### config.mk
export PLATFORM = sky130hd
export DESIGN_NAME = sine_voice_scheduler
export DESIGN_NICKNAME = d
export VERILOG_FILES = /design/src/rtl/sine_voice_scheduler.sv
export SDC_FILE = /design/constraint.sdc
export NUM_CORES = 1
export LEC_CHECK = 0
export CORE_ASPECT_RATIO = 1.1
export CORE_MARGIN = 4
export CORE_UTILIZATION = 50
export DETAILED_ROUTE_END_ITERATION = 8
export PLACE_DENSITY_LB_ADDON = 0.1
export RECOVER_POWER = 25
export SETUP_SLACK_MARGIN = 0.5
export SLEW_MARGIN = 20
export SYNTH_ARGS = -nofsm -noshare
export SYNTH_HDL_FRONTEND = slang
export SYNTH_SLANG_ARGS = --single-unit
### constraint.sdc
create_clock -name clk -period 4.8 [get_ports clk]
set_input_delay 1.44 -clock clk [delete_from_list [all_inputs] [get_ports clk]]
set_output_delay 1.44 -clock clk [all_outputs]
set_load 0.01 [all_outputs]
### src/rtl/sine_voice_scheduler.sv
// Shares one registered quarter-wave sine ROM among NUM_VOICES phase-accumulator voices and mixes them into one sample per request.
// Build option: define SINE_SCHED_SATURATE_EN to output the full-scale sum clipped to 16 bits instead of the averaged sum.
module sine_voice_scheduler #(
    parameter int NUM_VOICES = 4
) (
    input  logic                       clk,
    input  logic                       reset,
    input  logic                       generate_next,
    input  logic [20*NUM_VOICES-1:0]   step_sizes,
    input  logic [NUM_VOICES-1:0]      voice_en,
    output logic [9:0]                 rom_addr,
    input  logic [15:0]                rom_data,
    output logic [15:0]                sample,
    output logic                       sample_ready,
    output logic                       busy,
    output logic                       overrun
);
    localparam int LOG2  = $clog2(NUM_VOICES);
    localparam int VW    = (LOG2 > 0) ? LOG2 : 1;
    localparam int ACC_W = 16 + LOG2;

    typedef enum logic [2:0] {IDLE, ISSUE, WAIT, ACC, DONE} state_t;

    state_t                   state, state_nxt;
    logic [VW-1:0]            v;
    logic [21:0]              phase [NUM_VOICES];
    logic [21:0]              cur_phase;
    logic [19:0]              cur_step;
    logic [1:0]               q_lat;
    logic                     last_voice;
    logic signed [ACC_W-1:0]  acc, acc_nxt, term, rom_ext;
    logic [15:0]              sample_val;

    assign cur_phase  = phase[v];
    assign cur_step   = step_sizes[20*v +: 20];
    assign last_voice = (v == VW'(NUM_VOICES-1));
    assign rom_ext    = ACC_W'(rom_data);

    // Disabled voices still spend their three cycles but add nothing.
    always_comb begin
        term = '0;
        if (voice_en[v])
            term = q_lat[1] ? -rom_ext : rom_ext;
        acc_nxt = acc + term;
    end

`ifdef SINE_SCHED_SATURATE_EN
    localparam logic signed [ACC_W-1:0] SAT_MAX = ACC_W'(32767);
    localparam logic signed [ACC_W-1:0] SAT_MIN = ACC_W'(-32768);
    always_comb begin
        sample_val = acc_nxt[15:0];
        if (acc_nxt > SAT_MAX)
            sample_val = 16'h7FFF;
        else if (acc_nxt < SAT_MIN)
            sample_val = 16'h8000;
    end
`else
    logic signed [ACC_W-1:0] acc_shr;
    always_comb begin
        acc_shr    = acc_nxt >>> LOG2;
        sample_val = acc_shr[15:0];
    end
`endif

    always_ff @(posedge clk) begin
        if (reset)
            state <= IDLE;
        else
            state <= state_nxt;
    end

    always_comb begin
        state_nxt = state;
        case (state)
            IDLE:    if (generate_next) state_nxt = ISSUE;
            ISSUE:   state_nxt = WAIT;
            WAIT:    state_nxt = ACC;
            ACC:     state_nxt = last_voice ? DONE : ISSUE;
            DONE:    state_nxt = IDLE;
            default: state_nxt = IDLE;
        endcase
    end

    always_comb begin
        busy         = (state != IDLE);
        sample_ready = (state == DONE);
    end

    // sample is loaded on the way into DONE so it is already valid while sample_ready is high.
    always_ff @(posedge clk) begin
        if (reset) begin
            v        <= '0;
            acc      <= '0;
            sample   <= '0;
            rom_addr <= '0;
            q_lat    <= '0;
            overrun  <= 1'b0;
            for (int i = 0; i < NUM_VOICES; i++)
                phase[i] <= '0;
        end else begin
            if (generate_next && state != IDLE)
                overrun <= 1'b1;
            case (state)
                IDLE: if (generate_next) begin
                    v   <= '0;
                    acc <= '0;
                end
                ISSUE: begin
                    q_lat    <= cur_phase[21:20];
                    rom_addr <= cur_phase[20] ? ~cur_phase[19:10] : cur_phase[19:10];
                end
                ACC: begin
                    acc <= acc_nxt;
                    if (voice_en[v])
                        phase[v] <= cur_phase + {2'b00, cur_step};
                    if (last_voice)
                        sample <= sample_val;
                    else
                        v <= v + VW'(1);
                end
                default: ;
            endcase
        end
    end
endmodule

==> metrics, run 1 <==
Overflow after GRT=0; CTS Sinks=141; Clock Latency Late Sink=roughly 430 ps; Setup Crit Path Kind=in2reg; Routed WL per cell=18.2 microns; Final ANT Viol Nets=0; htree depth=4; root buffer cell=clkbuf_16; Post-synth top flop=edfxtp_1; n_diodes=0; Remaining DRCs=0; critical path arrival=4560 ps; TritonCTS Buffers=17; Synth Instances=between 800 and 900; number of synthesized flops with an enable pin=between 80 and 90; via-per-instance ratio=roughly 5.7; final worst slack=490 ps; CTS tree=built; top post-synthesis cells by area=edfxtp_1, dfxtp_1, mux4_2; total track usage=0.238; largest net degree at the start of global routing=35; Relative slew margins=-0.0607; crit-path cells=clkdlybuf4s50_1, nor4_2, buf_4, nand2_2, o41ai_2, xor2_1, nor2_1, ha_1, and4_4, o211a_4, a211oi_4, buf_4, xnor2_2, a22oi_1, nor2_1; fin nets=1147; routability cong.=about 0.92; CTS Hold Bufs=0; setup violators final=0; CP max stage cell=clkdlybuf4s50_1; Ys Warns=0; sw frac=0.282; DRT iter0 DRCs=469; core region area=about 17000 sq um; vias in the first global route=7277; CP delay by family, top=compound AO/OA/AOI/OAI gates; Worst Tran Pin Value=1590 ps; area occupied by multi-input gates=4840 sq um; average cell area after synthesis=between 10 and 15 sq um; worst hold-check path type=reg2reg; clock skew=about 13 ps; type of origin of the critical path=input pin; sequential area share after synthesis=0.428; Initial Util=0.509; total power=3.47 mW; die extent in x=around 130 microns; commonest cells in the synthesized netlist=nor2_1, edfxtp_1, nand2_1; Crit. Startpoint=rom_data[3]; CP Data Required Time=5050 ps; FILL cells=1429; first-pass GRT wire length=between 30000 and 40000 microns; Netlist Area Pre-Place=8660 sq um; initial antenna violation count=0; r2r startpoint=v[1]; TritonRoute pass-1 iters=5; Yosys reg bits=141; die area=19500 sq um; final WL=22700 microns; share of async-settable or async-resettable flops after synthesis=0; Gate power share=0.226; Final min period=4310 ps; IO Port Bufs=131; FF+latch area=~3700 sq um; WP buf/inv=3; end-of-flow core utilization=0.659; Switch Pwr=around 980 uW; Critical Path Fanout Max=5; clock slew at reported path FFs=60 ps; # IOs=132; Fin. Hold Viols=0; Netlist cell types=66; maximum VDD drop=approximately 0.00025 V; max frequency=roughly 230 MHz; outcome=finished with violations; Crit. End Element=register; dpl ws=-2.32 ps; via total after detailed routing=7129; Max clock buf depth=2; Synth top area share=0.305; die height=roughly 150 microns; max_cap viols=2; largest area contributor in the netlist=edfxtp_1; RSZ-0062 raised after global routing=yes; most instantiated library cell after synthesis=nor2_1; P_int=2.49 mW; clock share of power=0.380; Pwr Density=310 nW/um^2; share of cells above drive strength 1=0.159; worst hold path startpoint=sample[4]; num rows=50; failing checks=max-capacitance violations, max-slew violations; crit-path max cell delay=440 ps; dpl hpwl=16500 microns; Synthesized Nets=996; period utilization=0.898; synthesis-to-layout area growth=29.5%; Max Slew Vio Count=between 50 and 60; Leak=4.29 nW; Seq pwr share=0.394
-- through the flow --
| step | setup TNS [ps] | area (sq um) | std cells | hold slack [ps] |
|---|---|---|---|---|
| final | 0 | 11200 | 1250 | 453 |
| after floorplan | 0 | 8660 | 852 | 432 |
| after global routing | 0 | 11200 | 1250 | 466 |
| after global placement | 0 | 10400 | 1215 | 445 |
| after CTS | 0 | 11000 | 1247 | 456 |
| after detailed placement | -2.32 | 10400 | 1215 | 448 |
-- metal layers --
| metal | routed length (microns) | part of all wire | GRT usage |
|---|---|---|---|
| met5 | 0 | 0 | 0 |
| met4 | 361 | 0.016 | 0.0741 |
| met3 | 883 | 0.039 | 0.0369 |
| met2 | 12100 | 0.53 | 0.438 |
| met1 | 9400 | 0.41 | 0.287 |
-- logic make-up (layout without fill, tap and decap cells) --
family / Yosys count / in the layout / synth area share
and+or+nand+nor: 302 / 302 / 0.158
AOI/OAI and AO/OA: 198 / 198 / 0.149
DFF: 141 / 141 / 0.428
buffers and inverters: 68 / 232 / 0.0327
xor gates and xnor gates: 51 / 51 / 0.0516
muxes: 51 / 51 / 0.121
adders and majority gates: 41 / 41 / 0.0610
-- placed cells by master, fill, tap and decap left out, types with 5 or more instances in the layout --
master / synthesis / layout
nand4_1: 5 / 5
o21ai_1: 4 / 8
dlygate4sd3_1: 0 / 23
buf_4: 0 / 49
nand3b_1: 7 / 7
o21ai_0: 41 / 35
inv_1: 17 / 17
mux2i_1: 6 / 6
ha_1: 39 / 36
edfxtp_1: 88 / 88
a211oi_1: 20 / 16
nand2_1: 57 / 55
nor3_1: 17 / 15
mux4_2: 41 / 41
a21oi_1: 55 / 54
clkbuf_1: 36 / 5
xnor2_1: 29 / 26
dfxtp_1: 53 / 52
nor2_1: 155 / 153
clkdlybuf4s50_1: 0 / 104
a21o_1: 15 / 15
clkbuf_16: 0 / 19
o211ai_1: 5 / 5
nand2b_1: 10 / 10
nand3_1: 12 / 11
a211o_1: 5 / 5
xor2_1: 22 / 22
o21a_1: 7 / 7
a22oi_1: 7 / 7
or3_1: 10 / 10
-- worst register-to-register path, stage by stage, from the launching register on --
cell and delay, ps:
dfxtp_1 650, inv_1 250, mux2_1 480, nor2_2 140
ha_2 210, inv_1 50, fa_1 400, nand2b_1 210
a211oi_2 190, buf_4 150, o21ai_0 110, a21oi_1 250
nor4b_1 80, a211o_1 320
-- sequential cells by signal (all words and copies together), names as in the netlist, named ones only --
name      cells
rom_addr     10
state         3
q_lat         1
v             2
overrun       1
phase        88
acc          18
sample       16
-- power groups by stage --
stage | clock, mW | sequential (mW) | combinational, mW
2_1_floorplan | 0 | 1.39 | 0.487
6_report | 1.32 | 1.37 | 0.784
3_3_place_gp | 0 | 1.39 | 0.763
3_5_place_dp | 0 | 1.39 | 0.767
4_1_cts | 1.34 | 1.37 | 0.775
5_1_grt | 1.39 | 1.37 | 0.865
-- layout make-up --
| type | count | share of cell area |
|---|---|---|
| tap | 234 | 0.0261 |
| timing repair buffer | 183 | 0.152 |
| multi-input combinational | 643 | 0.432 |
| clock buffer | 22 | 0.0443 |
| inverter | 17 | 0.00569 |
| clock inverter | 10 | 0.00904 |
| sequential | 141 | 0.330 |
-- timing repair --
item | CTS | global route
pin swaps | 0 | 15
setup buffers | 0 | 3
endpoints found under the setup margin | 8 | 38
resized for setup | 2 | 41
-- worst paths after layout --
path	to	slack (ps)	cells past startpoint
hold / removal	sample[4]	450	2
setup / recovery	acc[11]	490	15
hold reg to reg	sample[4]	450	2
setup reg to reg	sample[8]	1200	13
Note: power is estimated with default switching activity, not from simulation.
==> run 2, diff against run 1 <==
CORE_MARGIN = default   (was 4)
==> run 2 against run 1 <==
The run still ends with max-capacitance violations, max-slew violations left; maximum frequency grew 2.8%; register-to-register slack got worse by 100 ps; highest routed layer unchanged; clock skew is 3.4 ps lower; largest cell class unchanged.
==> metrics, run 2 (synthesis gave the netlist of run 1 again) <==
routability cong.=0.941 (+2.6%); clock skew=9.46 ps (-3.37 ps); crit-path cells=clkdlybuf4s50_1, mux2i_1, mux2_1, or2_2, inv_1, ha_1, a211oi_1, o21ai_1, a211oi_4, buf_4, xnor2_2, a22oi_1, nor2_1; outcome=finished with violations; FILL cells=1373 (-3.9%); first-pass GRT wire length=36600 microns (-1.2%); WP buf/inv=3 (unchanged); vias in the first global route=7309 (+0.44%); max reg flops=88 (unchanged); Setup Crit Path Kind=in2reg; CTS Hold Bufs=0 (unchanged); period utilization=0.874 (-0.0242); fin nets=1153 (+0.52%); Reg2Reg Capture Point=phase[2][19]; CTS Sinks=141 (unchanged); n_diodes=0 (unchanged); met2 WL=12200 microns (+1.3%); P_int=2.42 mW (-3.0%); via-per-instance ratio=5.75 (+0.90%); commonest non-fill, non-tap cell in the layout=nor2_1; type of origin of the critical path=input pin; worst r2r path cells=9 (-4); die extent in x=127 microns (-4.5%); Worst Tran Pin Value=1660 ps (+68.0 ps); root buffer cell=clkbuf_16; Final ANT Viol Nets=0 (unchanged); largest net degree at the start of global routing=30 (-14%); sw frac=0.291 (+0.00914); Largest regs=phase: 88 flops, acc: 18 flops, sample: 16 flops; TritonCTS Buffers=17 (unchanged); Pwr Density=305 nW/um^2 (-1.5%); hold path depth=2 (unchanged); RSZ-0062 raised after global routing=yes; r2r startpoint=v[0]; Max Slew Vio Count=23 (-60%); crit-path max cell delay=490 ps (+50 ps); Gate power share=0.233 (+0.007); Placed Instance Area=10500 sq um (+0.36%); R2R Setup Slk=1100 ps (-100 ps); DRT iter0 DRCs=426 (-9.2%); CP Data Required Time=5060 ps (about the same); worst hold-check path type=reg2reg; TritonRoute pass-1 iters=5 (unchanged); via total after detailed routing=7228 (+1.4%); max layer used=met4; maximum VDD drop=0.000248 V (+0.80%); Hold Path Sink=sample[0]; CP max stage cell=clkdlybuf4s50_1; Routed WL per cell=18.4 microns (+1.1%); failing checks=max-capacitance violations, max-slew violations; synthesis-to-layout area growth=29.2%; # IOs=132 (unchanged); clock slew at reported path FFs=70 ps (about the same); Overflow after GRT=0 (unchanged); core region area=17000 sq um (-0.37%); Remaining DRCs=0 (unchanged); Crit. End Element=register; num rows=50 (unchanged); Leak=4.28 nW (-0.17%); dpl hpwl=16600 microns (+0.24%); Initial Util=0.511 (+0.00188); setup violators final=0 (unchanged); met1 WL=9380 microns (-0.21%); CP delay by family, top=compound AO/OA/AOI/OAI gates; Max clock buf depth=2 (unchanged); Clock Latency Late Sink=420 ps (about the same); max frequency=238 MHz (+2.8%); CTS tree=built; Fin. Hold Viols=0 (unchanged); htree depth=4 (unchanged); die area=17800 sq um (-8.4%); critical path arrival=4460 ps (-100 ps); final WL=23100 microns (+1.6%); met3 wire len=1000 microns (+14%); max_cap viols=1 (-1); Seq pwr share=0.401 (+0.007); Final min period=4190 ps (-116 ps); final hold slack=455 ps (+2.49 ps); initial antenna violation count=0 (unchanged); share of cells above drive strength 1=0.160 (+0.00102); Switch Pwr=992 uW (+1.4%); die height=140 microns (-4.1%); Relative slew margins=-0.106 (-0.0453); Critical Path Fanout Max=3 (-2); total track usage=0.267 (+0.0290); worst hold path startpoint=sample[0]; IO Port Bufs=131 (unchanged); commonest cells after routing, fill and taps aside=nor2_1, clkdlybuf4s50_1, edfxtp_1; clock share of power=0.365 (-0.015); fin area=11200 sq um (-0.22%); largest register by flop count=phase
run 2: worst register-to-register path: cells and delay by family (launching register included):
family / cells / cell delay, ps
muxes: 1 / 600
AOI/OAI and AO/OA: 4 / 1020
adders and majority gates: 1 / 430
xor gates and xnor gates: 1 / 310
DFF: 1 / 570
buffers and inverters: 1 / 440
and+or+nand+nor: 1 / 80
run 2: timing repair:
| item | 4_1_cts | 5_1_grt |
|---|---|---|
| endpoints found under the setup margin | 17 | 40 |
| pin swaps | 1 | 18 |
| resized for setup | 5 | 34 |
| setup buffers | 0 | 4 |
run 2: power by group through the flow:
stage | Combinational, mW | Clock (mW) | Sequential, mW
after floorplan | 0.487 | 0 | 1.39
after global placement | 0.770 | 0 | 1.39
after detailed placement | 0.776 | 0 | 1.39
after CTS | 0.785 | 1.26 | 1.37
after global routing | 0.871 | 1.31 | 1.37
final | 0.796 | 1.25 | 1.37
run 2: layer usage:
metal	up-vias	global-route usage
met2	218	0.494
met4	0	0.102
li1	3484	-
met5	-	0
met1	3491	0.312
met3	35	0.0363
run 2: final cells by class:
type / instances / area [sq um] / share of cell area
clock buffer: 19 / 433 / 0.0387
sequential: 141 / 3700 / 0.331
tap: 234 / 293 / 0.0262
clock inverter: 13 / 119 / 0.0106
inverter: 17 / 63.8 / 0.00570
timing repair buffer: 189 / 1760 / 0.157
multi-input combinational: 643 / 4820 / 0.431
run 2: worst max path at each step:
stage	start	to	slack, ps	cells past startpoint
floorplan	rom_data[5]	sample[13]	560	13
finish	voice_en[3]	acc[11]	610	13
CTS	step_sizes[20]	phase[0][18]	510	10
global placement	step_sizes[20]	phase[0][18]	70	10
detailed placement	rom_data[5]	acc[13]	-30	15
global route	rom_data[1]	acc[11]	460	14
run 2: per-stage QoR:
step	power [mW]	setup TNS, ps	setup slack (ps)	utilization	std cells
after floorplan	1.87	0	564	-	852
after global routing	3.56	0	456	0.660	1256
after CTS	3.41	0	510	0.651	1252
after global placement	2.16	0	70.5	0.617	1220
after detailed placement	2.17	-31.2	-25.9	0.617	1220
final	3.41	0	606	0.660	1256
==> run 3, diff against run 2 <==
ABC_CLOCK_PERIOD_IN_PS = 4800   (was default)
CAP_MARGIN = 25   (was default)
==> results of run 3 <==
No change in the layout: final DEF, timing and power equal those of run 2.
